`src/rtl/pps_mon_pkg.sv`:
```
// Shared definitions for the PPS phase monitor.
//   state_t      : qualification state (idle / acquiring / locked)
//   SyncLatency  : cycles from a pin edge to its detection in clk_tf; the
//                  measurements are not compensated for it, so consumers
//                  subtract it themselves.
package pps_mon_pkg;

    typedef enum logic [1:0] {
        S_idle = 2'd0,
        S_acq  = 2'd1,
        S_lock = 2'd2
    } state_t;

    localparam int SyncLatency = 3;

endpackage

```
`src/rtl/pps_edge_sync.sv`:
```
// Three-flop synchronizer for the asynchronous raw PPS pin plus rising-edge
// detect.
// Ports:
//   clk_tf        in  timing clock
//   tf_reset      in  synchronous active-high reset
//   pps_raw_logic in  raw PPS pin (asynchronous)
//   raw_rise      out 1-cycle strobe, SyncLatency cycles after the pin rises
module pps_edge_sync
    import pps_mon_pkg::*;
(
    input  logic clk_tf,
    input  logic tf_reset,
    input  logic pps_raw_logic,
    output logic raw_rise
);

    // sync_chain[0] = d1, [1] = d2, [2] = d3
    logic [SyncLatency-1:0] sync_chain;

    always_ff @(posedge clk_tf) begin
        if (tf_reset) begin
            sync_chain <= '0;
        end else begin
            sync_chain <= {sync_chain[SyncLatency-2:0], pps_raw_logic};
        end
    end

    // d2 & ~d3: a held-high pin produces exactly one strobe.
    assign raw_rise = sync_chain[1] & ~sync_chain[2];

endmodule

```
`src/rtl/pps_phase_monitor.sv`:
```
// Qualifies the raw GPS PPS and measures it against the local top-of-second.
// Per detected raw edge it reports the period since the previous edge and the
// phase relative to the last top-of-second, plus lock / missing status.
// Ports:
//   clk_tf        in  timing clock
//   tf_reset      in  synchronous active-high reset
//   pps_raw_logic in  raw PPS pin (asynchronous)
//   tos_mark      in  1-cycle pulse; next clk_tf edge is top of second
//   meas_valid    out 1-cycle strobe qualifying meas_* and period_ok
//   meas_phase    out cycles from top of second to raw-edge detection
//   meas_period   out cycles between successive detections (0 if none before)
//   period_ok     out meas_period within ClocksPerSecond +/- PeriodTolerance
//   pps_locked    out level, raw PPS qualified
//   pps_missing   out 1-cycle pulse, expected raw edge did not arrive
module pps_phase_monitor
    import pps_mon_pkg::*;
#(
    parameter int ClocksPerSecond = 19200000,
    parameter int PeriodTolerance = 192,
    parameter int GoodCountLock   = 4,
    parameter int CountWidth      = $clog2(ClocksPerSecond + PeriodTolerance + 2)
) (
    input  logic                  clk_tf,
    input  logic                  tf_reset,
    input  logic                  pps_raw_logic,
    input  logic                  tos_mark,
    output logic                  meas_valid,
    output logic [CountWidth-1:0] meas_phase,
    output logic [CountWidth-1:0] meas_period,
    output logic                  period_ok,
    output logic                  pps_locked,
    output logic                  pps_missing
);

    localparam int GoodW = $clog2(GoodCountLock + 1);

    localparam logic [CountWidth-1:0] WinLo = CountWidth'(ClocksPerSecond - PeriodTolerance);
    localparam logic [CountWidth-1:0] WinHi = CountWidth'(ClocksPerSecond + PeriodTolerance);
    localparam logic [GoodW-1:0]      GoodTarget = GoodW'(GoodCountLock);

    logic                  raw_rise;
    logic [CountWidth-1:0] phase_count;
    logic [CountWidth-1:0] period_count;
    logic [CountWidth:0]   period_ext;
    logic                  in_win;
    logic                  timeout;

    state_t                state, state_next;
    logic [GoodW-1:0]      good_count, good_next;

    logic [CountWidth-1:0] period_out_next;
    logic                  period_ok_next;

    pps_edge_sync u_sync (
        .clk_tf        (clk_tf),
        .tf_reset      (tf_reset),
        .pps_raw_logic (pps_raw_logic),
        .raw_rise      (raw_rise)
    );

    // Free-running counters, both saturating at all-ones.
    always_ff @(posedge clk_tf) begin
        if (tf_reset) begin
            phase_count  <= '0;
            period_count <= '0;
        end else begin
            if (tos_mark) begin
                phase_count <= '0;
            end else if (phase_count != '1) begin
                phase_count <= phase_count + 1'b1;
            end

            if (raw_rise) begin
                period_count <= '0;
            end else if (period_count != '1) begin
                period_count <= period_count + 1'b1;
            end
        end
    end

    // One extra bit so P = period_count + 1 cannot wrap when the counter is
    // saturated (only possible while idle, where P is not reported).
    assign period_ext = {1'b0, period_count} + 1'b1;
    assign in_win     = (period_ext >= {1'b0, WinLo}) && (period_ext <= {1'b0, WinHi});

    // A rise in the timeout cycle wins; it is handled as an out-of-window edge.
    assign timeout = (state != S_idle) && (period_count == WinHi) && !raw_rise;

    // State register
    always_ff @(posedge clk_tf) begin
        if (tf_reset) begin
            state      <= S_idle;
            good_count <= '0;
        end else begin
            state      <= state_next;
            good_count <= good_next;
        end
    end

    // Next-state logic
    always_comb begin
        state_next = state;
        good_next  = good_count;
        case (state)
            S_idle: begin
                if (raw_rise) begin
                    state_next = S_acq;
                    good_next  = '0;
                end
            end
            S_acq: begin
                if (raw_rise) begin
                    if (in_win) begin
                        good_next = good_count + 1'b1;
                        if (good_count + 1'b1 == GoodTarget) begin
                            state_next = S_lock;
                        end
                    end else begin
                        good_next = '0;
                    end
                end else if (timeout) begin
                    state_next = S_idle;
                    good_next  = '0;
                end
            end
            S_lock: begin
                if (raw_rise) begin
                    if (!in_win) begin
                        state_next = S_acq;
                        good_next  = '0;
                    end
                end else if (timeout) begin
                    state_next = S_idle;
                    good_next  = '0;
                end
            end
            default: begin
                state_next = S_idle;
                good_next  = '0;
            end
        endcase
    end

    // Output logic: no previous edge exists while idle, so the period is 0.
    always_comb begin
        period_out_next = '0;
        period_ok_next  = 1'b0;
        if (state != S_idle) begin
            period_out_next = period_ext[CountWidth-1:0];
            period_ok_next  = in_win;
        end
    end

    always_ff @(posedge clk_tf) begin
        if (tf_reset) begin
            meas_valid  <= 1'b0;
            meas_phase  <= '0;
            meas_period <= '0;
            period_ok   <= 1'b0;
            pps_locked  <= 1'b0;
            pps_missing <= 1'b0;
        end else begin
            meas_valid  <= raw_rise;
            pps_locked  <= (state == S_lock);
            pps_missing <= timeout;
            if (raw_rise) begin
                // Pre-update phase: a coincident tos_mark is not yet applied.
                meas_phase  <= phase_count;
                meas_period <= period_out_next;
                period_ok   <= period_ok_next;
            end
        end
    end

endmodule

```
`config.mk`:
```
export PLATFORM = sky130hd
export DESIGN_NAME = pps_phase_monitor
export DESIGN_NICKNAME = d
export VERILOG_FILES = /design/src/rtl/pps_mon_pkg.sv /design/src/rtl/pps_edge_sync.sv /design/src/rtl/pps_phase_monitor.sv
export SDC_FILE = /design/constraint.sdc
export NUM_CORES = 1
export LEC_CHECK = 0
export ABC_AREA = 1
export ABC_CLOCK_PERIOD_IN_PS = 5700
export CORE_MARGIN = 2
export CORE_UTILIZATION = 25
export CTS_CLUSTER_SIZE = 28
export DETAILED_ROUTE_END_ITERATION = 8
export GPL_TIMING_DRIVEN = 0
export PLACE_DENSITY = 0.48
export SLEW_MARGIN = 10
export SYNTH_ARGS = -nofsm -noshare
export SYNTH_HDL_FRONTEND = slang
export SYNTH_SLANG_ARGS = --single-unit
```
`constraint.sdc`:
```
create_clock -name clk_tf -period 5.7 [get_ports clk_tf]
set_input_delay 1.71 -clock clk_tf [delete_from_list [all_inputs] [get_ports clk_tf]]
set_output_delay 1.71 -clock clk_tf [all_outputs]
set_load 0.1 [all_outputs]
```
* Word-level counts from Yosys, hierarchy flattened
Cells that the tools add are included.
** Word-level totals
- Bits of input ports :: 4
- Memories kept :: 0
- Bits in registers :: 112
- Latch bits :: 0
- Logic and storage cells :: 56
- ROM bits :: 0
- RAM bits :: 0
- Output and inout port bits :: 54
** Operators by class
- Muxes and demuxes :: 17
- Bitwise operators :: 2
- Div/mod/pow operators :: 0
- $mul :: 0
- Reduce and logical (&&, ||, !) cells :: 10
- Order comparisons :: 2
- Add/subtract/negate cells :: 4
- Shift operators :: 0
- Equal/unequal tests :: 10
** Operator list (count)
- $add 25x1->25 const B :: 2
- $ne 25x25->1 const B :: 2
- $add 25x1->26 const B :: 1
- $ge 26x25->1 const B :: 1
- $le 26x25->1 const B :: 1
- $eq 25x25->1 const B :: 1
- $mux 25 :: 1
- $mux 3 :: 6
- $mux 2 :: 7
- $ne 3x3->1 const B :: 3
- $pmux 3 s3 :: 1
- $pmux 2 s3 :: 1
- $reduce_and 4->1 :: 1
- $reduce_or 2->1 :: 2
- $add 3x1->3 const B :: 1
- $eq 3x3->1 const B :: 1
- $logic_and 1x1->1 :: 3
- $eq 2x1->1 const B :: 1
- $eq 2x2->1 const B :: 1
- $logic_not 2->1 :: 1
- $ne 2x2->1 const B :: 1
- $reduce_and 2->1 :: 1
- $reduce_bool 2->1 :: 1
- $and 1x1->1 :: 1
- 3 further kinds :: 3

* Longest topological paths before layout
Gate-level depths: netlist of run 1.
- Word-level depth :: 7
- Depth in mapped cells :: 19
- Depth with buffers taken out :: 19

* By module
Synthesis of run 1 repeated with hierarchy kept, for this count alone.
** Second synthesis, totals
- Cell total of the unflattened synthesis :: 745
- Area, all modules :: 5283.8 µm²
** Modules (own cells, without submodules)
- pps_phase_monitor :: sequential area each 2182.1 µm², area each 5197.5 µm², times used 1, cells an instance 735
- pps_edge_sync :: sequential area each 60.1 µm², area each 86.3 µm², times used 1, cells an instance 10

* Least setup slack after synthesis of run 1
Ideal clock, no wire load.
- Path kind :: input to register
- Start :: input port tf_reset
- End :: register period_count[21]
- Library setup time :: 0.058 ns
- Required time :: 5.642 ns
- Path buffers :: 3
- Data arrival time :: 2.890 ns
- Path slack :: 2.752 ns
- Stages on the path :: 6
- Path through :: clkbuf_1 -> nor2_1 -> clkbuf_1 -> clkbuf_1 -> o21ai_0 -> inv_1
** On the way
- Word-level cells in the longest chain between the ends :: 1
** Ends and longest elaborated chain
- from (decl) :: RTL line pps_phase_monitor.sv:24 : input logic tf_reset,
- $reduce_or 2->1 (no source line)
- to (signal assigned) :: RTL line pps_phase_monitor.sv:76 : period_count <= period_count + 1'b1;
- to (decl) :: RTL line pps_phase_monitor.sv:43 : logic [CountWidth-1:0] period_count;
Every way passes these cells.
A chain may end at the register's enable or synchronous reset.

* Final worst setup path of run 1
Ends and elaborated chain as after synthesis.

==> results.py, run 1 <==
metrics = {
    "global_route": {
        "grt_overflow_total": 0,
        "global_route.usage.total": 0.137,
        "via_count_of_the_first_global_routing_pass": 4708,
        "antenna_violations_before_repair": 0,
        "grt_first_pass_wirelength_mm": 24.0,
        "pin_count_of_the_biggest_net_entering_global_routing": 19,
    },
    "placement": {
        "port-buffer-count": 57,
        "gp_routability_congestion": 0.886,
        "place_hpwl_mm": 11.1,
    },
    "clock_network": {
        "cts.sink_count": 112,
        "clk_pin_slew_ps": 70,
        "num_cts_buffers": 9,
        "insertion_delay_ps": 360,
        "postCtsSetupRepairBufs": 0,
        "cts_tree": "built",
        "holdBufCountCts": 0,
        "max-clock-path-buffers": 2,
        "h_tree_level_count": 3,
        "number_of_gates_resized_after_cts": 0,
        "clock-root-buffer": "clkbuf_16",
    },
    "yosys": {
        "synth.net_count": 753,
        "synth_sequential_area_ratio": 0.432,
        "netlist-cell-type-count": 31,
        "synth_largest_area_cell": "dfxtp_1",
        "ys_ff_latch": 112,
        "post-synth-top-area-fraction": 0.432,
        "ys.warnings.count": 0,
        "netlist_instances": 739,
        "postSynthAreaPerCell_um2": 7.02,
        "synth.top_cells.by_area": "dfxtp_1, nand2_1, inv_1, o21ai_0, nor2_1",
        "post_synth_design_cell_area_um2": 5190,
    },
    "critical_path": {
        "cp-end-kind": "flip-flop",
        "cp_slowest_cell": "clkbuf_1",
        "worst-path-max-fanout": 10,
        "critPathRequiredTime_ps": 6000,
        "critPathArrivalTime_ps": 4060,
        "criticalPathCategory": "input pin to flip-flop",
        "path_cells": "clkdlybuf4s50_1, clkbuf_1, nor2_1, clkbuf_1, clkbuf_1, o21ai_0, inv_1",
        "critical-path-max-stage-delay_ps": 510,
        "cp-start-kind": "input pin",
        "cp_common_cell": "clkbuf_1",
    },
    "route": {
        "drt_drc_violations_left": 0,
        "first_pass_iters": 6,
        "via_count_normalized_by_instance_count": 4.39,
        "routed_wirelength_mm": 14.4,
        "route.met2.wl_mm": 6.85,
        "ant_nets": 0,
        "maxUsedRoutingLayer": "met4",
        "num_vias": 4751,
        "met3_length_um": 662,
        "post_dr_wirelength_cell_um": 13.3,
        "met1Wirelength_mm": 6.64,
        "detail_route.iter0.violations": 287,
    },
    "sta": {
        "period_minus_slack_ps": 3760,
        "fmax_mhz": 266,
        "finClkSkew_ps": 7.74,
        "grt_setup_unrepaired": "no",
        "report.final.slew_viol_count": 0,
        "final_cycle_share": 0.660,
        "setup_violations": 0,
        "fin_worst_hold_slack_ps": 407,
        "final-hold-violation-count": 0,
        "timing.max_slew.rel_slack": 0.301,
        "totalNegativeSetupSlack_ps": 0,
        "measured_slew_at_the_worst_slew_check_pin_ps": 1040,
    },
    "pwr": {
        "power_density_nw_per_um2": 263,
        "power.total_mw": 1.69,
        "p_leak_nw": 2.35,
        "worst_ir_drop_vdd_mv": 0.143,
    },
    "floorplanning": {
        "design.portCount": 58,
        "std_cell_rows": 52,
        "die-height_um": 148,
        "fp.dieArea_um2": 21900,
        "core_um2": 20300,
        "initial_utilization": 0.256,
        "fp.dieW_um": 148,
    },
    "status": {
        "result_of_the_run": "finished, final reports clean",
    },
    "finish": {
        "num_antenna_cells": 0,
        "drive_above_1_share": 0.0554,
        "nets": 821,
        "fillers": 2220,
        "area_growth_pct": 24.0,
    },
    "min_path": {
        "hold_class": "flip-flop to flip-flop",
    },
    "run": {
        "timing.max_cap.violations": 0,
    },
}
[worst paths after layout]
path / startpoint / to / slack (ps) / depth (start not counted)
worst max-delay path: tf_reset / period_count[21] / 1940 / 7
worst min register to register: u_sync.sync_chain[0] / u_sync.sync_chain[1] / 410 / 2
worst min-delay path: u_sync.sync_chain[0] / u_sync.sync_chain[1] / 410 / 2
worst max register to register: period_count[0] / state[0] / 2960 / 14
[per-stage QoR]
step / area [um2] / worst slack (ps) / util / std cells
after floorplan: 5190 / 2750 / - / 739
after detailed placement: 6100 / 1480 / 0.300 / 1066
after global placement: 6100 / 1500 / 0.300 / 1066
final: 6430 / 1940 / 0.317 / 1082
after CTS: 6430 / 1840 / 0.317 / 1082
after global routing: 6430 / 1610 / 0.317 / 1082
[layer usage]
metal | track usage | vias up
li1 | - | 2499
met1 | 0.172 | 2137
met2 | 0.233 | 93
met3 | 0.0319 | 22
met4 | 0.0433 | 0
met5 | 0 | -
[cells in the mapped netlist, drive strengths merged]
cell type	number
o21bai	1
o31ai	1
a31oi	2
nor2	78
nand3b	3
a22o	1
nand3	37
or2	3
ha	10
nand4	24
nor3	25
clkbuf	15
nor4	4
xor2	12
a21oi	38
clkinv	3
nor3b	1
o21ai	71
xnor2	4
dfxtp	112
nand2	185
inv	109
[power breakdown]
part	internal (mW)	total, mW	switching [mW]
clock	0.413	0.716	0.303
sequential	0.794	0.806	0.0125
combinational	0.0511	0.172	0.121
total	1.26	1.69	0.436
[cell usage in the layout (no fill, tap or decap), types with 3 or more instances in the layout]
cell type	instances
nand2_1	180
dfxtp_1	112
inv_1	108
o21ai_0	71
nor2_1	64
clkdlybuf4s50_1	57
a21oi_1	35
nand3_1	34
nor3_1	25
nand4_1	24
clkbuf_1	15
xor2_1	12
nor2_2	10
ha_1	10
clkbuf_16	9
nor4_1	4
xnor2_1	4
nand2_2	4
nor2_4	4
nand3_2	3
nand3b_1	3
a21oi_2	3
[sequential cells by signal, indices dropped and copies added, names as in the netlist]
| register | flops |
|---|---|
| meas_period | 25 |
| meas_phase | 25 |
| period_count | 25 |
| phase_count | 25 |
| good_count | 3 |
| u_sync.sync_chain | 3 |
| state | 2 |
| meas_valid | 1 |
| period_ok | 1 |
| pps_locked | 1 |
| pps_missing | 1 |
[cell families after synthesis]
kind of cell | after synthesis | share of synthesized area
AND/OR/NAND/NOR | 360 | 0.310
buffers and inverters | 127 | 0.0921
AO/OA/AOI/OAI | 114 | 0.114
flip-flops | 112 | 0.432
XOR/XNOR | 16 | 0.0270
adder cells (fa/ha/maj) | 10 | 0.0241
[worst max-delay path, delay by kind of cell]
family	cells	cell delay, ps
compound gates	1	180
simple gates	1	500
buf+inv	5	1670
[layout make-up]
class                   count  area (um2)  share of cell area
multi-input cells         500        2470               0.383
repair buffers             57         571              0.0887
clock inverters             5        86.3              0.0134
well taps                 270         338              0.0525
clock buffers              11         253              0.0393
plain buffers              15        56.3             0.00875
inverters                 112         422              0.0655
flip-flops and latches    112        2240               0.348
No activity file was read; power rests on OpenSTA's default activity.
==> inputs of run 2 (changes only) <==
- ABC_CLOCK_PERIOD_IN_PS: 5700 -> 3650
- clock period: 5.7 -> 3.65 ns (I/O delays scaled with it)
==> results of run 2 <==
The final DEF is identical to that of run 1. Status: finished, final reports clean.
Main changes from that run: setup slack after placement 1480 ps -> 43.4 ps; setup slack after layout 1940 ps -> 503 ps; register-to-register setup slack 2960 ps -> 910 ps; total power 1.69 mW -> 2.65 mW; worst IR drop on VDD 0.143 mV -> 0.223 mV
==> inputs of run 3 (changes only) <==
- ABC_CLOCK_PERIOD_IN_PS: 3650 -> 2910
- clock period: 3.65 -> 2.91 ns (I/O delays scaled with it)
==> results.py, run 3 (synthesis gave the netlist of run 1 again) <==
metrics = {
    "status": {
        "result_of_the_run": "finished, final reports clean",
    },
    "clock_network": {
        "cts_tree": "built",
        "max-clock-path-buffers": 2,
        "clock-root-buffer": "clkbuf_16",
        "cts.sink_count": 112,
        "insertion_delay_ps": 360,
        "h_tree_level_count": 3,
        "clk_pin_slew_ps": 70,
        "num_cts_buffers": 9,
    },
    "pwr": {
        "power_density_nw_per_um2": 515,
        "power.total_mw": 3.32,
        "p_leak_nw": 2.35,
        "worst_ir_drop_vdd_mv": 0.280,
    },
    "min_path": {
        "min_from": "u_sync.sync_chain[0]",
        "hold_class": "flip-flop to flip-flop",
    },
    "route": {
        "first_pass_iters": 5,
        "drt_drc_violations_left": 0,
        "num_vias": 4766,
        "via_count_normalized_by_instance_count": 4.40,
        "detail_route.iter0.violations": 287,
        "routed_wirelength_mm": 14.4,
        "ant_nets": 0,
        "post_dr_wirelength_cell_um": 13.3,
    },
    "critical_path": {
        "end_point_of_the_critical_path": "meas_phase[24]",
        "critPathRequiredTime_ps": 2040,
        "critical-path-max-stage-delay_ps": 1160,
        "path_cells": "clkdlybuf4s50_1",
        "criticalPathCategory": "flip-flop to output pin",
        "cp-end-kind": "output pin",
        "launch_instance_of_the_worst_register_to_register_path": "period_count[0]",
        "timing.critical_path.buf_inv": 1,
        "startpoint": "meas_phase[24]",
        "worst-path-max-fanout": 2,
        "cp-start-kind": "flip-flop",
        "timing.critical_path.depth": 1,
        "reg2reg_slack_ps": 340,
        "cp_slowest_cell": "clkdlybuf4s50_1",
        "critPathTopFamily": "buffers and inverters",
        "r2r_cells": 14,
        "critPathArrivalTime_ps": 1900,
        "r2r-end": "state[0]",
    },
    "finish": {
        "fillers": 2218,
        "num_antenna_cells": 0,
        "regArea_um2": 2240,
        "drive_above_1_share": 0.0628,
        "multiInputGateArea_um2": 2480,
        "final_cell_mix": "nand2_1, dfxtp_1, inv_1, o21ai_0, nor2_1",
        "nets": 821,
        "final_design_area_no_fill_um2": 6450,
        "final_common_cell": "nand2_1",
        "area_growth_pct": 24.3,
    },
    "floorplanning": {
        "design.portCount": 58,
        "initial_utilization": 0.256,
        "fp.dieW_um": 148,
        "fp.dieArea_um2": 21900,
        "core_um2": 20300,
        "die-height_um": 148,
        "std_cell_rows": 52,
    },
    "sta": {
        "totalNegativeSetupSlack_ps": 0,
        "measured_slew_at_the_worst_slew_check_pin_ps": 1050,
        "setup_violations": 0,
        "period_minus_slack_ps": 2770,
        "fmax_mhz": 360,
        "report.final.slew_viol_count": 0,
        "grt_setup_unrepaired": "no",
        "timing.max_slew.rel_slack": 0.301,
        "final-hold-violation-count": 0,
        "final_cycle_share": 0.954,
        "finClkSkew_ps": 7.89,
    },
    "placement": {
        "place_hpwl_mm": 11.1,
        "detailed_place.area_um2": 6100,
        "port-buffer-count": 57,
        "gp_routability_congestion": 0.886,
    },
    "global_route": {
        "pin_count_of_the_biggest_net_entering_global_routing": 19,
        "grt_first_pass_wirelength_mm": 24.0,
        "via_count_of_the_first_global_routing_pass": 4708,
        "grt_overflow_total": 0,
        "global_route.usage.total": 0.137,
        "antenna_violations_before_repair": 0,
    },
    "run": {
        "timing.max_cap.violations": 0,
    },
}
==> run 3: cell counts in the layout (fill, tap and decap cells not counted) <==
Identical to the previous run, type by type.
==> run 3: cell type report <==
class,instances,area share
timing repair buffer,57,0.0885
buffer,15,0.00893
multi-input combinational,500,0.384
clock inverter,5,0.0134
inverter,112,0.0654
tap,270,0.0524
sequential,112,0.348
clock buffer,11,0.0392
==> run 3: layer usage <==
metal | track usage | routed length (um) | up-vias
li1 | - | - | 2503
met5 | 0 | 0 | -
met2 | 0.233 | 6870 | 87
met4 | 0.0433 | 280 | 0
met3 | 0.0319 | 595 | 22
met1 | 0.172 | 6700 | 2154
==> run 3: timing repair <==
action	CTS	global route
hold buffers	0	0
setup endpoints to repair	10	15
gates cloned	0	0
setup buffers	0	0
resized for setup	1	6
==> run 3: worst min path at each step <==
stage                                end  slack (ps)  cells past startpoint
detailed placement  u_sync.sync_chain[1]         400                      2
CTS                 u_sync.sync_chain[1]         410                      2
global placement    u_sync.sync_chain[1]         400                      2
finish              u_sync.sync_chain[1]         410                      2
floorplan           u_sync.sync_chain[1]         390                      2
global route        u_sync.sync_chain[1]         420                      2
==> run 3: power by group <==
group	total, mW	switching, mW	internal, mW
clock network	1.40	0.594	0.809
registers	1.58	0.0246	1.56
logic	0.336	0.235	0.101
==> run 3: worst reg2reg max path: cells and delay by family, from the launching register on <==
kind            cells  cell delay, ps
simple gates       10            1620
compound gates      1             110
fa+ha+maj           1             240
flops               1             380
buf+inv             2             120
==> run 3: stage by stage <==
stage / cells / utilization / setup WS, ps / hold WS (ps)
after global placement: 1066 / 0.300 / -452 / 399
after CTS: 1082 / 0.317 / 42.2 / 414
after global routing: 1082 / 0.318 / 41.7 / 423
after floorplan: 739 / - / 721 / 388
after detailed placement: 1066 / 0.300 / -475 / 401
final: 1082 / 0.318 / 135 / 407
